File: config.mk
export PLATFORM = sky130hd
export DESIGN_NAME = mem_access_ctrl
export DESIGN_NICKNAME = d
export VERILOG_FILES = /design/src/rtl/mem_ctrl_pkg.sv /design/src/rtl/mem_access_ctrl.sv
export SDC_FILE = /design/constraint.sdc
export NUM_CORES = 1
export LEC_CHECK = 0
export ABC_AREA = 1
export CAP_MARGIN = 5
export CORE_UTILIZATION = 45
export CTS_CLUSTER_SIZE = 24
export DETAILED_ROUTE_END_ITERATION = 10
export PLACE_DENSITY = 0.8
export SKIP_LAST_GASP = 1
export SLEW_MARGIN = 25
export SYNTH_ARGS = -nofsm -noshare
export SYNTH_HDL_FRONTEND = slang
export SYNTH_SLANG_ARGS = --single-unit
File: constraint.sdc
create_clock -name clk -period 3.51 [get_ports clk]
set_clock_uncertainty 0.15 [all_clocks]
set_input_delay 0.351 -clock clk [delete_from_list [all_inputs] [get_ports clk]]
set_output_delay 0.351 -clock clk [all_outputs]
set_load 0.05 [all_outputs]
File: src/rtl/mem_ctrl_pkg.sv
// Shared types and sizing helpers for the memory access controller.
// States, default widths and wait-counter sizing.
package mem_ctrl_pkg;

  localparam int ADDR_W_DEF = 9;
  localparam int DATA_W_DEF = 32;

  typedef enum logic [2:0] {
    IDLE,
    ADDR,
    DATA,
    ACCESS,
    CAPT,
    RESP
  } state_e;

  // A wait of zero behaves as one, so size for at least one.
  function automatic int cnt_w(input int wait_cycles);
    int n;
    n = (wait_cycles < 1) ? 1 : wait_cycles;
    return $clog2(n + 1);
  endfunction

endpackage

File: src/rtl/mem_access_ctrl.sv
// CPU-side initiator for the MAR/MDR/RAM memory datapath.
// Sequences strobes for one load or store per request handshake.
module mem_access_ctrl
  import mem_ctrl_pkg::*;
#(
  parameter int ADDR_W      = ADDR_W_DEF,
  parameter int DATA_W      = DATA_W_DEF,
  parameter int WAIT_CYCLES = 1
) (
  input  logic              clk,
  input  logic              clr,
  input  logic              req_valid,
  output logic              req_ready,
  input  logic              req_write,
  input  logic [ADDR_W-1:0] req_addr,
  input  logic [DATA_W-1:0] req_wdata,
  output logic              rsp_valid,
  input  logic              rsp_ready,
  output logic [DATA_W-1:0] rsp_rdata,
  input  logic [DATA_W-1:0] mem_rdata,
  output logic [DATA_W-1:0] bus_Data,
  output logic              MAR_enable,
  output logic              MDR_enable,
  output logic              read,
  output logic              write
);

  localparam int WC = (WAIT_CYCLES < 1) ? 1 : WAIT_CYCLES;
  localparam int CW = cnt_w(WAIT_CYCLES);
  localparam logic [CW-1:0] LAST = CW'(WC - 1);

  state_e state_q, state_d;
  logic [CW-1:0] cnt_q, cnt_d;
  logic wr_q, wr_d;
  logic [ADDR_W-1:0] addr_q, addr_d;
  logic [DATA_W-1:0] wdata_q, wdata_d;
  logic [DATA_W-1:0] rdata_q, rdata_d;

  logic rdy_q, rdy_d;
  logic vld_q, vld_d;
  logic mar_q, mar_d;
  logic mdr_q, mdr_d;
  logic rd_q, rd_d;
  logic wen_q, wen_d;
  logic [DATA_W-1:0] bus_q, bus_d;

  always_comb begin
    state_d = state_q;
    cnt_d   = cnt_q;
    wr_d    = wr_q;
    addr_d  = addr_q;
    wdata_d = wdata_q;
    rdata_d = rdata_q;
    unique case (state_q)
      IDLE: begin
        if (req_valid) begin
          wr_d    = req_write;
          addr_d  = req_addr;
          wdata_d = req_wdata;
          state_d = ADDR;
        end
      end
      ADDR:   state_d = wr_q ? DATA : ACCESS;
      DATA:   state_d = ACCESS;
      ACCESS: begin
        if (cnt_q == LAST) begin
          cnt_d   = '0;
          state_d = wr_q ? RESP : CAPT;
        end else begin
          cnt_d = cnt_q + 1'b1;
        end
      end
      CAPT: begin
        rdata_d = mem_rdata;
        state_d = RESP;
      end
      RESP: begin
        if (rsp_ready) state_d = IDLE;
      end
      default: state_d = IDLE;
    endcase
  end

  // Outputs are decoded from the next state so they register in step with it.
  always_comb begin
    rdy_d = 1'b0;
    vld_d = 1'b0;
    mar_d = 1'b0;
    mdr_d = 1'b0;
    rd_d  = 1'b0;
    wen_d = 1'b0;
    bus_d = bus_q;
    unique case (state_d)
      IDLE: begin
        rdy_d = 1'b1;
        bus_d = '0;
      end
      ADDR: begin
        mar_d = 1'b1;
        bus_d = DATA_W'(addr_d);
      end
      DATA: begin
        mdr_d = 1'b1;
        bus_d = wdata_d;
      end
      ACCESS: begin
        if (wr_d) begin
          wen_d = 1'b1;
        end else begin
          rd_d  = 1'b1;
          mdr_d = 1'b1;
        end
      end
      RESP:    vld_d = 1'b1;
      default: ;
    endcase
  end

  always_ff @(posedge clk or posedge clr) begin
    if (clr) begin
      state_q <= IDLE;
      wr_q    <= 1'b0;
      addr_q  <= '0;
      wdata_q <= '0;
      rdata_q <= '0;
      rdy_q   <= 1'b1;
      vld_q   <= 1'b0;
      mar_q   <= 1'b0;
      mdr_q   <= 1'b0;
      rd_q    <= 1'b0;
      wen_q   <= 1'b0;
      bus_q   <= '0;
    end else begin
      state_q <= state_d;
      wr_q    <= wr_d;
      addr_q  <= addr_d;
      wdata_q <= wdata_d;
      rdata_q <= rdata_d;
      rdy_q   <= rdy_d;
      vld_q   <= vld_d;
      mar_q   <= mar_d;
      mdr_q   <= mdr_d;
      rd_q    <= rd_d;
      wen_q   <= wen_d;
      bus_q   <= bus_d;
    end
  end

  always_ff @(posedge clk or posedge clr) begin
    if (clr) cnt_q <= '0;
    else     cnt_q <= cnt_d;
  end

  assign req_ready  = rdy_q;
  assign rsp_valid  = vld_q;
  assign rsp_rdata  = rdata_q;
  assign bus_Data   = bus_q;
  assign MAR_enable = mar_q;
  assign MDR_enable = mdr_q;
  assign read       = rd_q;
  assign write      = wen_q;

endmodule

=== Yosys cells after proc, flatten, opt, wreduce, memory -nomap -nowiden ===
Index checks and enable logic that the tools add are counted.
W data, S select, Z words.

* Reduce and logical (&&, ||, !) cells: 3
* Mux-type cells: 22
* $add $sub $neg: 1
* Eq/ne operators: 9

{| class="wikitable"
|+ Operator list
! operator !! count
|-
| $pmux W32 S3 || 1
|-
| $mux W32 || 2
|-
| $mux W9 || 2
|-
| $pmux W3 S6 || 1
|-
| $eq A3 B2 Y1 const B || 4
|-
| $mux W1 || 12
|-
| $eq A3 B3 Y1 const B || 3
|-
| $mux W3 || 3
|-
| $eq A3 B1 Y1 const B || 2
|-
| $logic_not A3 Y1 || 2
|-
| $reduce_bool A3 Y1 || 1
|-
| $pmux W1 S2 || 1
|-
| $add A1 B1 Y1 const B || 1
|}

* Bits of input ports: 78
* Register bits after elaboration: 116

=== Longest topological paths before layout ===
Gate-level depths: netlist (run 1).

* Word-level depth: 5
* Mapped depth: 10

=== Worst setup path before layout (run 1) ===
Ideal clock, no wire load.

* Path kind: reg2reg
* From: register state_q[2]
* To: register bus_q[6], in the netlist bus_Data[6]
* Path slack: 2.076 ns
* Cell stages (with the launch flop): 9
* Data arrival time: 1.216 ns
* Period minus slack after synthesis: 1.434 ns
* Library setup time: 0.069 ns
* Data required time: 3.291 ns
* Cells stage by stage: dfrtp_1 > nor2_1 > nand2_4 > inv_2 > nor2_1 > nand3_2 > buf_2 > nand3_1 > nand3_1

* Cells in the longest elaborated chain, start to end: 4
* Elaborated cells on any way between the ends: 17
* Those cells by class: eq/ne (7); mux (7); reduce/logical (3)

{| class="wikitable"
|+ RTL lines
! element !! line !! source
|-
| start: declaration || mem_access_ctrl.sv:32 || <nowiki>state_e state_q, state_d;</nowiki>
|-
| start signal: assignment || mem_access_ctrl.sv:134 || <nowiki>state_q <= state_d;</nowiki>
|-
| $eq A3 B3 Y1, or another cell as far along || mem_access_ctrl.sv:54 || <nowiki>unique case (state_q)</nowiki>
|-
| $pmux W3 S6 || mem_access_ctrl.sv:54 ||
|-
| $eq A3 B2 Y1, or another cell as far along || mem_access_ctrl.sv:93 || <nowiki>unique case (state_d)</nowiki>
|-
| $pmux W32 S3 / $reduce_bool A3 Y1 (equally long branches) || -- ||
|-
| end signal: assignment || mem_access_ctrl.sv:145 || <nowiki>bus_q <= bus_d;</nowiki>
|-
| end: declaration || mem_access_ctrl.sv:45 || <nowiki>logic [DATA_W-1:0] bus_q, bus_d;</nowiki>
|}

Several ways; a longest one is shown, not always the timed one.
A chain may end at the register's enable or synchronous reset.

=== Worst setup path after layout (run 1) ===
* From: register state_q[2]
* To: register rd_q, in the netlist read

* Cells in the longest elaborated chain, start to end: 4
* Elaborated cells on any way between the ends: 14
* Those cells by class: eq/ne (6); mux (7); reduce/logical (1)

{| class="wikitable"
|+ RTL lines
! element !! line !! source
|-
| $eq A3 B3 Y1, or another cell as far along || mem_access_ctrl.sv:54 ||
|-
| $pmux W3 S6 * || mem_access_ctrl.sv:54 ||
|-
| net state_d[0] || mem_access_ctrl.sv:32 ||
|-
| $eq A3 B2 Y1 * || mem_access_ctrl.sv:93 ||
|-
| $mux W1 * || mem_access_ctrl.sv:93 ||
|-
| net rd_d || mem_access_ctrl.sv:43 || <nowiki>logic rd_q, rd_d;</nowiki>
|-
| end signal: assignment || mem_access_ctrl.sv:143 || <nowiki>rd_q <= rd_d;</nowiki>
|-
| end: declaration || mem_access_ctrl.sv:43 ||
|}

The timed path passes the listed nets; every way through them passes the cells marked *.

==> impl_metrics.tcl, run 1 <==
set metrics [dict create \
    status "complete, no violations" \
    crit_chain "nor2_1 > nand2_4 > o21ai_1 > nor2_4 > inv_1 > nand2_1 > nor2_1" \
    p_seq_frac 0.327 \
    p_clk_frac 0.130 \
    ant_nets 0 \
    core_area_mm2 0.00889 \
    portBuffers 147 \
    fill_cells 692 \
    p_sw_mw 2.80 \
    multiInputGateArea_mm2 0.00137 \
    cts_sinks 106 \
    core.rowCount 34 \
    n_antenna_cell 0 \
    synth_fp_nets 483 \
    holdBufCountCts 0 \
    cts-htree-levels 3 \
    grt_pass1_vias 3494 \
    rsz0062_at_grt "no" \
    critPathMaxStageDelay_ns 0.62 \
    grt_overflow 0 \
    synth_area_mm2 0.00421 \
    via_per_inst 5.12 \
    p_leak_nw 2.82 \
    io_pins 148 \
    place.gp.congestion 0.812 \
    dieArea_mm2 0.00974 \
    r2r_setup_slack_ns 1.24 \
    fin_nets 622 \
    holdWs_ns 0.299 \
    hp-class "in2async" \
    cp-start-kind "flip-flop" \
    slowest_stage "nor2_4" \
    cap_violations 0 \
    finalSetupViolations 0 \
    layoutNonFillerInstCount 657 \
    slew-limit-headroom 0.488 \
    die_w_um 98.7 \
    cts-root-buf "clkbuf_8" \
    route.detailed.drc 0 \
    grt_pass1_wl_mm 16.6 \
    path_class "reg2reg" \
    p_int_mw 3.09 \
    cp.arrival_ns 2.38 \
    start_util 0.473 \
    layout-drive-gt1-share 0.118 \
    vias 3363 \
    power_switching_share 0.475 \
    crit_fanout 36 \
    wl_per_cell_um 15.1 \
    die_h_um 98.7 \
    avgSynthCellArea_um2 10.4 \
    grt_antenna_before_repair 0 \
    crit_top_cell "nor2_1" \
    path_clk_slew_ns 0.10 \
    totalPowerFinal_mw 5.89 \
    grt_max_degree 60 \
    worstPathRequired_ns 3.62 \
    fin_crit_ns 2.27 \
    setup_tns_ns 0 \
    cp-end-kind "flip-flop" \
    cts_tree "yes" \
    max_freq_mhz 441 \
    clk_latency_ns 0.36 \
    ys_seq_area_frac 0.630 \
    cts_setup_buffers 0 \
    routed_wirelength_mm 9.93 \
    ys_ff_latch 106 \
    drt_first_pass_iters 5 \
    grtUsageTotal 0.216 \
    yosysWarnings 0 \
    area_growth_pct 40.5 \
    hold_viol 0 \
    seqCellArea_mm2 0.00265 \
    cts_buffer_depth 2 \
    fin_crit_sh 0.645 \
    synth_cell_types 20 \
    combPwrFrac 0.543 \
    cts_resized 0 \
    place_hpwl_mm 6.77 \
    power.density_mw_per_mm2 996 \
    worst_pin_slew_ns 0.766 \
    placed_cells 641 \
    synthCells 405 \
    dr.first_iter.drc_count 162 \
    ir_worst_vdd_mv 0.427 \
    cts_buffers 9 \
    drv_slew 0 \
]
worst paths after layout:
kind,cells after the start,start,endpoint
setup / recovery,7,state_q[2],read
hold / removal,2,clr,rsp_rdata[11]
setup reg to reg,7,state_q[2],read
hold reg to reg,2,wdata_q[22],wdata_q[22]
max in group asynchronous,3,clr,req_ready
min in group clk,2,wdata_q[22],wdata_q[22]
power by group through the flow:
stage | Clock, mW | Sequential (mW) | Combinational, mW
CTS | 0.780 | 1.93 | 3.22
detailed placement | 0 | 1.95 | 3.21
floorplan | 0 | 2.93 | 1.32
finish | 0.766 | 1.93 | 3.20
global route | 0.832 | 1.98 | 3.44
global placement | 0 | 1.93 | 3.15
layout by cell type, fill, tap and decap left out:
master,Yosys,routed
clkdlybuf4s50_1,0,147
nand2_1,135,134
dfrtp_1,105,105
nand3_1,75,75
mux2_2,32,32
clkbuf_8,0,10
nor2_1,9,9
inv_1,9,8
inv_2,4,4
buf_4,3,4
nand2_2,2,3
o21ai_1,2,2
nor2_4,2,2
a21oi_1,2,2
clkinvlp_4,0,2
nor2_2,1,1
nand2_4,1,1
o21a_1,1,1
inv_4,0,1
nand3_2,1,1
bufinv_16,0,1
inv_6,0,1
clkinv_4,0,1
clkbuf_1,1,1
dfstp_2,1,1
worst max-delay path, delay by kind of cell, from the launching register on:
kind,cells,cell delay (ns)
simple gates,5,1.21
compound gates,1,0.18
buf+inv,1,0.19
flops,1,0.42
kinds of logic (layout without fill, tap and decap cells):
kind of cell           count (synthesis)  after routing  synth area share
AOI/OAI and AO/OA                      5              5           0.00654
buffers and inverters                 36            180            0.0449
DFF                                  106            106             0.631
muxes                                 32             32            0.0856
and+or+nand+nor                      226            226             0.232
state kept, by name, indices dropped and copies added (netlist names):
register and count:
read 1, req_ready 1, rsp_rdata 32, wdata_q 32, rsp_valid 1, MDR_enable 1
write 1, wr_q 1, bus_Data 32, state_q 3, MAR_enable 1
cells in the mapped netlist:
library cell,number,area [um^2]
mux2_2,32,360
o21a_1,1,7.51
dfrtp_1,105,2630
nand2_4,1,11.3
nand3_2,1,10.0
clkbuf_1,1,3.75
buf_6,3,33.8
nor2_2,1,6.26
nor2_4,2,22.5
nand2_1,135,507
o21ai_1,2,10.0
inv_1,9,33.8
dfstp_2,1,26.3
inv_2,4,15.0
nand3_1,75,375
buf_2,16,80.1
nand2_2,2,12.5
buf_4,3,22.5
nor2_1,9,33.8
a21oi_1,2,10.0
final cells by class:
| cell class | count | share of cell area |
|---|---|---|
| sequential | 106 | 0.449 |
| timing repair buffer | 151 | 0.254 |
| multi-input combinational | 263 | 0.231 |
| clock buffer | 11 | 0.0239 |
| tap | 108 | 0.0228 |
| clock inverter | 5 | 0.0106 |
| inverter | 13 | 0.00867 |
stage by stage:
step	setup WS, ns	util	instance area, um^2
after floorplan	0.222	-	4210
after global placement	0.918	0.642	5710
final	1.24	0.665	5910
after global routing	1.02	0.665	5910
after detailed placement	0.850	0.642	5710
after CTS	1.22	0.665	5910
layer usage:
layer / global-route usage / share of wire
met1: 0.303 / 0.45
met2: 0.347 / 0.46
met3: 0.0447 / 0.083
met4: 0.0563 / 0.0077
met5: 0 / 0
Note: power is estimated with default switching activity, not from simulation.
==> run 2, diff against run 1 <==
==> constraint.sdc (replaced) <==
create_clock -name clk -period 2.3 [get_ports clk]
set_clock_uncertainty 0.15 [all_clocks]
set_input_delay 0.23 -clock clk [delete_from_list [all_inputs] [get_ports clk]]
set_output_delay 0.23 -clock clk [all_outputs]
set_load 0.05 [all_outputs]
==> impl_metrics.tcl, run 2 (synthesis results as in run 1) <==
set metrics [dict create \
    crit_chain "clkdlybuf4s50_1" \
    core.rowCount 34 \
    cts-root-buf "clkbuf_8" \
    cap_violations 0 \
    finalSetupViolations 0 \
    portBuffers 147 \
    critPathMaxStageDelay_ns 0.79 \
    drt_first_pass_iters 4 \
    drv_slew 0 \
    layout-drive-gt1-share 0.129 \
    worstPathRequired_ns 1.92 \
    ir_worst_vdd_mv 0.792 \
    mostFrequentLayoutCells "147 x clkdlybuf4s50_1, 135 x nand2_1, 105 x dfrtp_1" \
    wl_per_cell_um 15.3 \
    grtUsageTotal 0.224 \
    cts_tree "yes" \
    layoutNonFillerInstCount 665 \
    place.gp.congestion 0.858 \
    cp-end-kind "output pin" \
    cts-htree-levels 3 \
    fin_util 0.676 \
    hp-class "in2async" \
    power.density_mw_per_mm2 1530 \
    path_class "reg2out" \
    cts_buffers 9 \
    slowest_stage "clkdlybuf4s50_1" \
    fill_cells 698 \
    crit_fanout 1 \
    crit_family "buffers and inverters" \
    worst_pin_slew_ns 0.754 \
    cp.arrival_ns 1.68 \
    routed_wirelength_mm 10.1 \
    fin_crit_sh 0.894 \
    reg2reg_depth 9 \
    area_growth_pct 42.9 \
    final_common_cell "clkdlybuf4s50_1" \
    placed_cells 649 \
    fin_nets 630 \
    cts_resized 0 \
    dieArea_mm2 0.00974 \
    p_leak_nw 2.87 \
    path_buf_inv 1 \
    grt_overflow 0 \
    max_freq_mhz 486 \
    ant_nets 0 \
    rr_endpoint "read" \
    pre_cts_ws_ns 0.0587 \
    start_util 0.473 \
    die_h_um 98.7 \
    cts_setup_buffers 0 \
    fin_crit_ns 2.06 \
    cp-start-kind "flip-flop" \
    place_hpwl_mm 7.23 \
    io_pins 148 \
    via_per_inst 5.15 \
    r2r_setup_slack_ns 0.28 \
    clk_latency_ns 0.35 \
    grt_max_degree 35 \
    core_area_mm2 0.00889 \
    holdBufCountCts 0 \
    grt_antenna_before_repair 0 \
    grt_pass1_vias 3528 \
    status "complete, no violations" \
    cts_sinks 106 \
    setup_tns_ns 0 \
    reg2reg_from "state_q[2]" \
    rsz0062_at_grt "no" \
    grt_pass1_wl_mm 17.1 \
    cts_buffer_depth 2 \
    hold_viol 0 \
    n_antenna_cell 0 \
    vias 3424 \
    path_clk_slew_ns 0.10 \
    worst_slack_ns 0.244 \
    route.detailed.drc 0 \
    slew-limit-headroom 0.496 \
    dr.first_iter.drc_count 136 \
    die_w_um 98.7 \
]
==> run 2: power by group <==
| group | total [mW] | switching, mW | internal (mW) |
|---|---|---|---|
| sequential | 2.95 | 0.332 | 2.62 |
| combinational | 5.02 | 3.37 | 1.66 |
| clock | 1.22 | 0.606 | 0.615 |
| total | 9.19 | 4.30 | 4.89 |
==> run 2: routing by layer <==
metal  part of all wire  wire (um)  global-route usage  vias to the layer above
met5                  0          0                   0                        -
met4             0.0095         96              0.0586                        0
met1               0.44       4510               0.299                     1656
met3              0.076        774              0.0482                       13
li1                   -          -                   -                     1598
met2               0.47       4760               0.373                      157
==> run 2: worst max-delay path by stage <==
stage	startpoint	endpoint	depth (start not counted)
2_1_floorplan	clr	MAR_enable	1
3_3_place_gp	req_valid	read	9
3_5_place_dp	req_valid	read	9
4_1_cts	req_ready	req_ready	1
5_1_grt	state_q[2]	write	9
6_report	req_ready	req_ready	1
==> run 2: area by class of cell <==
cell class	count	area (um^2)	area share
clock buffers	10	128	0.0212
clock inverters	6	91.3	0.0152
inverters	13	52.6	0.00874
multi-input cells	263	1370	0.227
flip-flops and latches	106	2650	0.441
well taps	108	135	0.0225
repair buffers	159	1590	0.264
==> run 2: per-stage QoR <==
step                cell area [um^2]  power (mW)  hold WS, ns
global route                    6010        9.74        0.205
CTS                             6010        9.24        0.164
finish                          6010        9.19        0.157
detailed placement              5790        8.01        0.313
global placement                5790        7.87        0.309
floorplan                       4210        6.48        0.210
